File: src/rtl/encoder_if.sv
// Bit-in / symbol-out bus of the rate-1/2 convolutional encoder.
// The master drives information bits and the slave returns registered code symbols.
interface encoder_if;
    logic       in;
    logic [1:0] out;

    modport master (output in, input  out);
    modport slave  (input  in, output out);
endinterface

File: src/rtl/encoder.sv
// Rate-1/2 convolutional encoder with generators G0 -> out[1] and G1 -> out[0].
// Bit K-1 of each generator taps the current input, and bit 0 taps the oldest memory bit.
module encoder #(
    parameter int unsigned K  = 3,
    parameter logic [31:0] G0 = 32'o7,
    parameter logic [31:0] G1 = 32'o5
) (
    input  logic      clk,
    input  logic      reset,
    encoder_if.slave  bus
);

    localparam int unsigned SW = K - 1;
    localparam logic [K-1:0] G0_TAPS = G0[K-1:0];
    localparam logic [K-1:0] G1_TAPS = G1[K-1:0];

    logic [SW-1:0] s_q, s_d;
    logic [1:0]    out_q, out_d;
    logic [K-1:0]  tap_v;

    // Parity of the tapped window; shift the new bit in from the top toward s[0].
    always_comb begin
        tap_v = {bus.in, s_q};
        out_d = {^(tap_v & G0_TAPS), ^(tap_v & G1_TAPS)};
        s_d   = SW'(tap_v >> 1);
    end

    always_ff @(posedge clk) begin
        if (reset) begin
            s_q   <= '0;
            out_q <= 2'b00;
        end else begin
            s_q   <= s_d;
            out_q <= out_d;
        end
    end

    assign bus.out = out_q;

endmodule

File: src/flat_wrapper.sv
// flat-port wrapper written by rule: the top's interface ports become plain ports
module encoder_flat 
#(
    parameter int unsigned K  = 3,
    parameter logic [31:0] G0 = 32'o7,
    parameter logic [31:0] G1 = 32'o5
)
  (clk, reset, bus_in, bus_out);
  encoder_if bus_i ();
  input  logic clk;
  input  logic reset;
  input wire logic [$bits(bus_i.in)-1:0] bus_in;
  output wire logic [$bits(bus_i.out)-1:0] bus_out;
  assign bus_i.in = bus_in;
  assign bus_out = bus_i.out;
  encoder #(.K(K), .G0(G0), .G1(G1)) u_core (.clk(clk), .reset(reset), .bus(bus_i));
endmodule
File: config.mk
export PLATFORM = sky130hd
export DESIGN_NAME = encoder_flat
export DESIGN_NICKNAME = d
export VERILOG_FILES = /design/src/rtl/encoder_if.sv /design/src/rtl/encoder.sv /design/src/flat_wrapper.sv
export SDC_FILE = /design/constraint.sdc
export NUM_CORES = 1
export LEC_CHECK = 0
export BUFFER_PORTS_ARGS = -buffer_cell sky130_fd_sc_hd__buf_2
export CELL_PAD_IN_SITES_DETAIL_PLACEMENT = 1
export CELL_PAD_IN_SITES_GLOBAL_PLACEMENT = 1
export CORE_AREA = 2 2 39 41
export CTS_BUF_LIST = sky130_fd_sc_hd__clkbuf_4 sky130_fd_sc_hd__clkbuf_8
export DETAILED_ROUTE_END_ITERATION = 12
export DIE_AREA = 0 0 41 43
export HOLD_SLACK_MARGIN = 0.15
export PLACE_DENSITY = 0.3
export SLEW_MARGIN = 30
export SYNTH_ARGS = -nofsm -noshare
export SYNTH_HDL_FRONTEND = slang
export SYNTH_SLANG_ARGS = --single-unit
File: constraint.sdc
create_clock -name clk -period 1.1 [get_ports clk]
set_input_delay 0.22 -clock clk [delete_from_list [all_inputs] [get_ports clk]]
set_output_delay 0.22 -clock clk [all_outputs]
set_load 0.02 [all_outputs]
==> qor.yml, run 1 <==
drv_slew: 0
clock_path_buffers: 2
multi_input_area_um2: 40.0
combinationalPowerShare: 0.083
clk_pin_slew_ns: 0.04
critPathLaunchType: "flip-flop"
yosys_register_bits: 4
period_needed_ns: 0.950
crit_arrival_ns: 1.06
final_nets: 22
die_y_um: 43
area_delta_synth_final_pct: 52.1
portBuffers: 4
yosysTopAreaCell: "dfxtp_1"
p_sw_uw: 74.2
root_buffer: "clkbuf_4"
gr-usage-all-layers: 0.0432
placementRows: 14
endpoint_kind: "flip-flop"
power.internal_uw: 291
path_max_fanout: 2
place.gp.congestion: 0.551
yosys_warnings: 0
core_area_um2: 1380
grt_pass1_wl_um: 365
tightest_slew_ns: 0.205
finalSetupViolations: 0
stdcell_count: 33
wirelength_um: 199
cts_hold_buf: 0
grt_max_degree: 5
hp-class: "in -> reg"
ant_nets: 0
grt_pass1_vias: 85
yosysSeqAreaShare: 0.667
critPathRequiredTime_ns: 1.21
routedWlPerCell_um: 6.03
synth_cells: 10
hold_viol: 0
clkPwrFrac: 0.484
antenna_found_initial: 0
synthDistinctLibCells: 5
drt_iter0_markers: 2
power.leakage_nw: 0.0795
maxSlewHeadroom: 0.862
via_per_inst: 2.61
drcViolationCount: 0
drive_above_1_share: 0.412
power.density_nw_per_um2: 2000
synth_fp_nets: 13
crit_type: "reg -> reg"
skew_ns: 0.000669
yosys-top-cells-area: "dfxtp_1 67%, nor2b_1 10%, mux2_1 9.4%"
outcome: "completed"
seqPwrFrac: 0.432
cts_tree: "yes"
start_util: 0.0868
syn_avg_cell_area_um2: 12.0
ir_drop_v: 0.000586
hold-worst-slack_ns: 0.189
cts_buffers: 3
fin_tns_setup_ns: 0
fmax_mhz: 1050
synth_top_area_share: 0.667
dp_cells: 30
post-cts-setup-buffers: 0
max-cap-violations: 0
n_antenna_cell: 0
synth_area_um2: 120
swShare: 0.203
cts_resized: 0
clkLatencyLatePin_ns: 0.23
fill_cells: 168
regArea_um2: 80.1
cts_sinks: 4
rsz0062_at_grt: "false"
overflow: 0
num_vias: 86
io_pins: 5
first_pass_iters: 2
p_total_uw: 365
final.period_utilization: 0.863
die_area_um2: 1760
htree_levels: 1
die_w_um: 41
path summary, 6_finish.rpt:
path	startpoint	to	slack, ns	depth (start not counted)
min	reset	u_core.s_q[1]	0.19	2
min reg2reg	u_core.s_q[1]	u_core.s_q[0]	0.48	1
max	u_core.s_q[0]	u_core.bus.out[1]	0.15	2
max reg2reg	u_core.s_q[0]	u_core.bus.out[1]	0.15	2
final cells by class:
class | instances | share of cell area
clock buffer | 3 | 0.123
timing repair buffer | 4 | 0.110
tap | 16 | 0.110
multi-input combinational | 6 | 0.219
sequential | 4 | 0.438
placed cells by master, fill, tap and decap left out, drive strengths merged:
cell type  count
nor2           2
nor2b          2
xnor2          1
clkbuf         3
dfxtp          4
buf            4
mux2           1
logic make-up after synthesis:
group,share of synthesized area
XOR/XNOR,0.0729
flip-flops,0.667
multiplexers,0.0937
AND/OR/NAND/NOR,0.167
flip-flops by register name (all words and copies together) (netlist names):
signal,count
u_core.s_q,2
u_core.bus.out,2
worst max-delay path: stages, from the launching register on:
cell and delay [ns]:
dfxtp_1 0.30, xnor2_1 0.19, mux2_1 0.34
layer usage:
layer	wire length, um	global-route usage
met5	0	0
met4	6	0.0600
met1	109	0.0354
met2	50	0.0250
met3	33	0.0785
power by group through the flow:
| stage | clock (mW) | sequential [mW] | combinational (mW) |
|---|---|---|---|
| CTS | 0.190 | 0.158 | 0.0310 |
| finish | 0.177 | 0.158 | 0.0304 |
| global route | 0.206 | 0.159 | 0.0345 |
| detailed placement | 0 | 0.160 | 0.0307 |
| floorplan | 0 | 0.168 | 0.0105 |
| global placement | 0 | 0.160 | 0.0316 |
cell usage after synthesis:
| cell type | n |
|---|---|
| dfxtp_1 | 4 |
| xnor2_1 | 1 |
| nor2b_1 | 2 |
| nor2_1 | 2 |
| mux2_1 | 1 |
metrics by stage:
stage | utilization | area, um2 | setup WS, ns
floorplan | - | 120 | 0.195
global placement | 0.116 | 160 | 0.0913
global route | 0.132 | 183 | 0.0561
detailed placement | 0.116 | 160 | 0.0986
finish | 0.132 | 183 | 0.150
CTS | 0.132 | 183 | 0.145
(Power assumes the default switching activity.)
==> run 2: changes to the inputs <==
- CELL_PAD_IN_SITES_DETAIL_PLACEMENT: 1 -> default
- CELL_PAD_IN_SITES_GLOBAL_PLACEMENT: 1 -> default
==> run 2 against run 1 <==
Final cell count unchanged. Sequential share of layout area unchanged. Clock power about the same. Sequential power about the same. Maximum frequency decreased by 1.3%. Via count increased by 10%. Global-route usage decreased by 1.0 points. Wire length increased by 15%. Utilization unchanged. Clock skew increased by 0.0029 ns. Final area unchanged. Largest power group unchanged.
==> qor.yml, run 2 (synthesis results as in run 1) <==
fmax_mhz: 1040  # -1.3%
root_buffer: "clkbuf_4"
cts_resized: 0  # unchanged
critPathLaunchType: "flip-flop"
wirelength_um: 228  # +15%
drv_slew: 0  # unchanged
die_area_um2: 1760  # unchanged
die_y_um: 43  # unchanged
htree_levels: 1  # unchanged
io_pins: 5  # unchanged
fin_area_um2: 183  # unchanged
overflow: 0  # unchanged
rsz0062_at_grt: "false"
post-cts-setup-buffers: 0  # unchanged
clkLatencyLatePin_ns: 0.23  # about the same
grt_pass1_vias: 107  # +26%
power.density_nw_per_um2: 2010  # +0.40%
skew_ns: 0.00359  # +0.00292 ns
cts_hold_buf: 0  # unchanged
placedInstanceArea_um2: 160  # unchanged
final_cell_mix: "4 x buf_2, 4 x dfxtp_1, 3 x clkbuf_4"
die_w_um: 41  # unchanged
drt_iter0_markers: 2  # unchanged
crit_arrival_ns: 1.07  # about the same
cts_tree: "yes"
outcome: "completed"
fill_cells: 164  # -2.4%
via_per_inst: 2.88  # +10%
slowest_delay_ns: 0.35  # about the same
grt_max_degree: 5  # unchanged
endpoint_kind: "flip-flop"
power.leakage_nw: 0.0795  # unchanged
ir_drop_v: 0.000168  # -71%
clock_path_buffers: 2  # unchanged
n_antenna_cell: 0  # unchanged
antenna_found_initial: 0  # unchanged
cp_num_buf_inv: 0  # unchanged
regArea_um2: 80.1  # unchanged
critPathSlowestCell: "mux2_1"
path_max_fanout: 2  # unchanged
multi_input_area_um2: 40.0  # unchanged
tightest_slew_ns: 0.200  # -0.00514 ns
ant_nets: 0  # unchanged
critPathRequiredTime_ns: 1.21  # about the same
grt_pass1_wl_um: 303  # -17%
portBuffers: 4  # unchanged
final.period_utilization: 0.875  # +0.0117
core_area_um2: 1380  # unchanged
final_nets: 22  # unchanged
num_vias: 95  # +10%
area_delta_synth_final_pct: 52.1  # unchanged
place.gp.congestion: 0.508  # -7.8%
maxSlewHeadroom: 0.866  # +0.00345
first_pass_iters: 2  # unchanged
cts_buffers: 3  # unchanged
placementRows: 14  # unchanged
period_needed_ns: 0.963  # +0.0129 ns
clk_pin_slew_ns: 0.04  # about the same
max-cap-violations: 0  # unchanged
routedWlPerCell_um: 6.91  # +15%
r2r_slack_ns: 0.14  # about the same
hp-class: "in -> reg"
hold_viol: 0  # unchanged
worstPathCellList: "xnor2_1 > mux2_1"
fin_tns_setup_ns: 0  # unchanged
start_util: 0.0868  # unchanged
critPathTopFamily: "multiplexers"
finalSetupViolations: 0  # unchanged
crit_type: "reg -> reg"
drive_above_1_share: 0.412  # unchanged
drcViolationCount: 0  # unchanged
cts_sinks: 4  # unchanged
gr-usage-all-layers: 0.0331  # -0.0101
-- run 2: cell counts in the layout (fill, tap and decap cells not counted) --
Identical to the previous run, type by type.
-- run 2: routing by layer --
metal  wire length [um]  global-route usage  vias to the layer above
met5                  0                   0                        -
met4                  0              0.0800                        0
met3                 14              0.0157                        0
met2                127              0.0406                        4
met1                 86              0.0160                       46
li1                   -                   -                       45
-- run 2: worst paths after layout --
check           startpoint           endpoint  cells after the start
min reg2reg  u_core.s_q[1]      u_core.s_q[0]                      1
min                  reset      u_core.s_q[1]                      2
max reg2reg  u_core.s_q[0]  u_core.bus.out[1]                      2
max          u_core.s_q[0]  u_core.bus.out[1]                      2
-- run 2: through the flow --
| stage | setup WS (ns) | instances | power [mW] | hold slack (ns) | utilization |
|---|---|---|---|---|---|
| 6_report | 0.137 | 33 | 0.366 | 0.197 | 0.132 |
| 5_1_grt | 0.0660 | 33 | 0.386 | 0.198 | 0.132 |
| 4_1_cts | 0.125 | 33 | 0.377 | 0.193 | 0.132 |
| 3_5_place_dp | 0.0850 | 30 | 0.192 | 0.442 | 0.116 |
| 3_3_place_gp | 0.0967 | 30 | 0.191 | 0.427 | 0.116 |
| 2_1_floorplan | 0.195 | 10 | 0.179 | 0.292 | - |
-- run 2: cell type report --
class	count	area share
flip-flops and latches	4	0.438
well taps	16	0.110
repair buffers	4	0.110
multi-input cells	6	0.219
clock buffers	3	0.123
-- run 2: where the power goes --
part	leakage [nW]	internal (mW)	total [mW]	switching, mW
clock network	0.0138	0.122	0.177	0.0556
logic	0.0325	0.0137	0.0307	0.0170
registers	0.0332	0.155	0.158	0.00298
total	0.0795	0.291	0.366	0.0756
==> run 3: changes to the inputs <==
- ABC_AREA: default -> 1
==> run 3 against run 2 <==
Final cell count is 24% higher. Synthesized cell count is 80% higher. Highest routed layer unchanged. Clock skew is 0.0022 ns lower. Critical path type is now reg -> out. Via count is 35% higher. Maximum frequency is 8.0% higher. Clock power hardly changed. First-iteration DRC count is 50% higher. Critical path depth is 1 lower. Sequential cell count stayed put. Sequential power hardly changed.
==> qor.yml, run 3 <==
io_pins: 5  # unchanged
yosys_register_bits: 4  # unchanged
cts_sinks: 4  # unchanged
crit_arrival_ns: 0.67  # -0.40 ns
die_area_um2: 1760  # unchanged
synthArstFlopShare: 0  # unchanged
clkPwrFrac: 0.483  # about the same
finalSetupViolations: 0  # unchanged
min_to: "u_core.s_q[0]"
tightest_slew_ns: 0.116  # -0.0840 ns
grt_max_degree: 5  # unchanged
stdcell_count: 41  # +24%
portBuffers: 4  # unchanged
fin_tns_setup_ns: 0  # unchanged
yosys-top-cells-area: "dfxtp_1 58%, inv_1 11%, nor2_1 11%"
skew_ns: 0.00140  # -0.00219 ns
hold-worst-slack_ns: 0.191  # -0.00654 ns
gr-usage-all-layers: 0.0432  # +0.0101
clock_path_buffers: 2  # unchanged
p_total_uw: 368  # +0.56%
min_path_cells: 2  # unchanged
swShare: 0.216  # +0.00974
overflow: 0  # unchanged
ys.flop_type: "dfxtp_1"
power.internal_uw: 289  # -0.68%
placementRows: 14  # unchanged
synth_edf_count: 0  # unchanged
syn_avg_cell_area_um2: 7.65  # -36%
cts_buffers: 3  # unchanged
reg2reg_depth: 3  # +1
synth_area_um2: 138  # +15%
synth_fp_nets: 21  # +8
critPathRequiredTime_ns: 0.88  # -0.33 ns
final.period_utilization: 0.810  # -0.0648
cts_resized: 0  # unchanged
ant_nets: 0  # unchanged
post-cts-setup-buffers: 0  # unchanged
num_vias: 128  # +35%
r2r-start: "u_core.s_q[0]"
clk_pin_slew_ns: 0.04  # about the same
ys_top_cells_by_count: "4 x dfxtp_1, 4 x inv_1, 4 x nor2_1"
place.gp.congestion: 0.676  # +33%
antenna_found_initial: 0  # unchanged
hold_viol: 0  # unchanged
clkLatencyLatePin_ns: 0.23  # about the same
drv_slew: 0  # unchanged
yosysSeqAreaShare: 0.582  # -0.0848
cp_num_buf_inv: 1  # +1
hp-class: "in -> reg"
ir_drop_v: 0.000811  # +380%
crit_type: "reg -> out"
via_per_inst: 3.12  # +8.4%
period_needed_ns: 0.891  # -0.0713 ns
fmax_mhz: 1120  # +8.0%
final_cell_mix: "4 x inv_1, 4 x nor2_1, 4 x buf_2, 4 x dfxtp_1"
drcViolationCount: 0  # unchanged
slowest_delay_ns: 0.29  # -0.06 ns
cts_tree: "yes"
fin_util: 0.145  # +0.0127
die_y_um: 43  # unchanged
min-delay-start: "reset"
maxSlewHeadroom: 0.923  # +0.0569
root_buffer: "clkbuf_4"
drt_iter0_markers: 3  # +1
path_max_fanout: 1  # -1
dp_cells: 38  # +27%
power.density_nw_per_um2: 1840  # -8.2%
core_area_um2: 1380  # unchanged
worstPathCellList: "buf_2"
synthDistinctLibCells: 7  # +2
wirelength_um: 245  # +7.5%
area_delta_synth_final_pct: 45.5
synth_cells: 18  # +8
die_w_um: 41  # unchanged
yosys_warnings: 0  # unchanged
worst-path-stages: 1  # -1
endpoint_kind: "primary output"
final_nets: 30  # +36%
outcome: "completed"
r2r_slack_ns: 0.37  # +0.23 ns
seqPwrFrac: 0.428  # -0.004
start_util: 0.0995  # +0.0127
critPathTopFamily: "flip-flops"
critPathSlowestCell: "dfxtp_1"
grt_pass1_vias: 114  # +6.5%
synth_top_area_share: 0.582  # -0.0848
n_antenna_cell: 0  # unchanged
routedWlPerCell_um: 5.98  # -14%
cts_hold_buf: 0  # unchanged
grt_pass1_wl_um: 400  # +32%
p_sw_uw: 79.6  # +5.3%
first_pass_iters: 2  # unchanged
combinationalPowerShare: 0.089  # +0.005
power.leakage_nw: 0.102  # +29%
htree_levels: 1  # unchanged
r2r-end: "u_core.bus.out[1]"
hpwl_um: 193
rsz0062_at_grt: "false"
max-cap-violations: 0  # unchanged
critPathLaunchType: "flip-flop"
drive_above_1_share: 0.320  # -0.0918
yosysTopAreaCell: "dfxtp_1"
run 3: changes by cell type in the layout (fill, tap and decap cells not counted), sizes merged:
cell / delta
inv: +4
nor2: +2
mux2: -1
nand2: +4
nor2b: -2
a21oi: +1
xnor2: -1
nand3: +1
run 3: per-stage QoR:
| stage | worst slack (ns) | area, um2 |
|---|---|---|
| floorplan | 0.430 | 138 |
| detailed placement | 0.333 | 178 |
| CTS | 0.200 | 200 |
| global placement | 0.331 | 178 |
| global route | 0.165 | 200 |
| finish | 0.209 | 200 |
run 3: cell type report:
cell class / count / area, um2
fill: 161 / 1180
sequential: 4 / 80.1
multi-input combinational: 10 / 42.5
clock buffer: 3 / 22.5
timing repair buffer: 4 / 20.0
tap: 16 / 20.0
inverter: 4 / 15.0
run 3: power by group through the flow:
stage	Sequential (mW)	Clock, mW	Combinational, mW
global placement	0.160	0	0.0329
finish	0.158	0.178	0.0328
CTS	0.158	0.183	0.0333
detailed placement	0.160	0	0.0332
floorplan	0.167	0	0.0135
global route	0.159	0.199	0.0374
run 3: worst max-delay path by stage:
stage | start | endpoint
after floorplan | u_core.s_q[0] | u_core.bus.out[1]
after global placement | bus_in | u_core.bus.out[1]
after detailed placement | bus_in | u_core.bus.out[1]
after CTS | u_core.bus.out[1] | bus_out[1]
after global routing | u_core.bus.out[0] | bus_out[0]
final | u_core.bus.out[1] | bus_out[1]
run 3: cell families after synthesis:
family / count (synthesis) / share of synthesized area
buffers and inverters: 4 / 0.109
AOI/OAI and AO/OA: 1 / 0.0363
DFF: 4 / 0.582
and+or+nand+nor: 9 / 0.273
run 3: layer usage:
| metal | global-route usage | vias up | routed length [um] |
|---|---|---|---|
| met2 | 0.0375 | 8 | 78 |
| li1 | - | 69 | - |
| met4 | 0 | 0 | 0 |
| met5 | 0 | - | 0 |
| met1 | 0.0419 | 51 | 119 |
| met3 | 0.0942 | 0 | 47 |
run 3: worst register-to-register path: cells and delay by family, from the launching register on:
kind	cells	cell delay [ns]
DFF	1	0.32
AOI/OAI and AO/OA	1	0.15
and+or+nand+nor	2	0.15
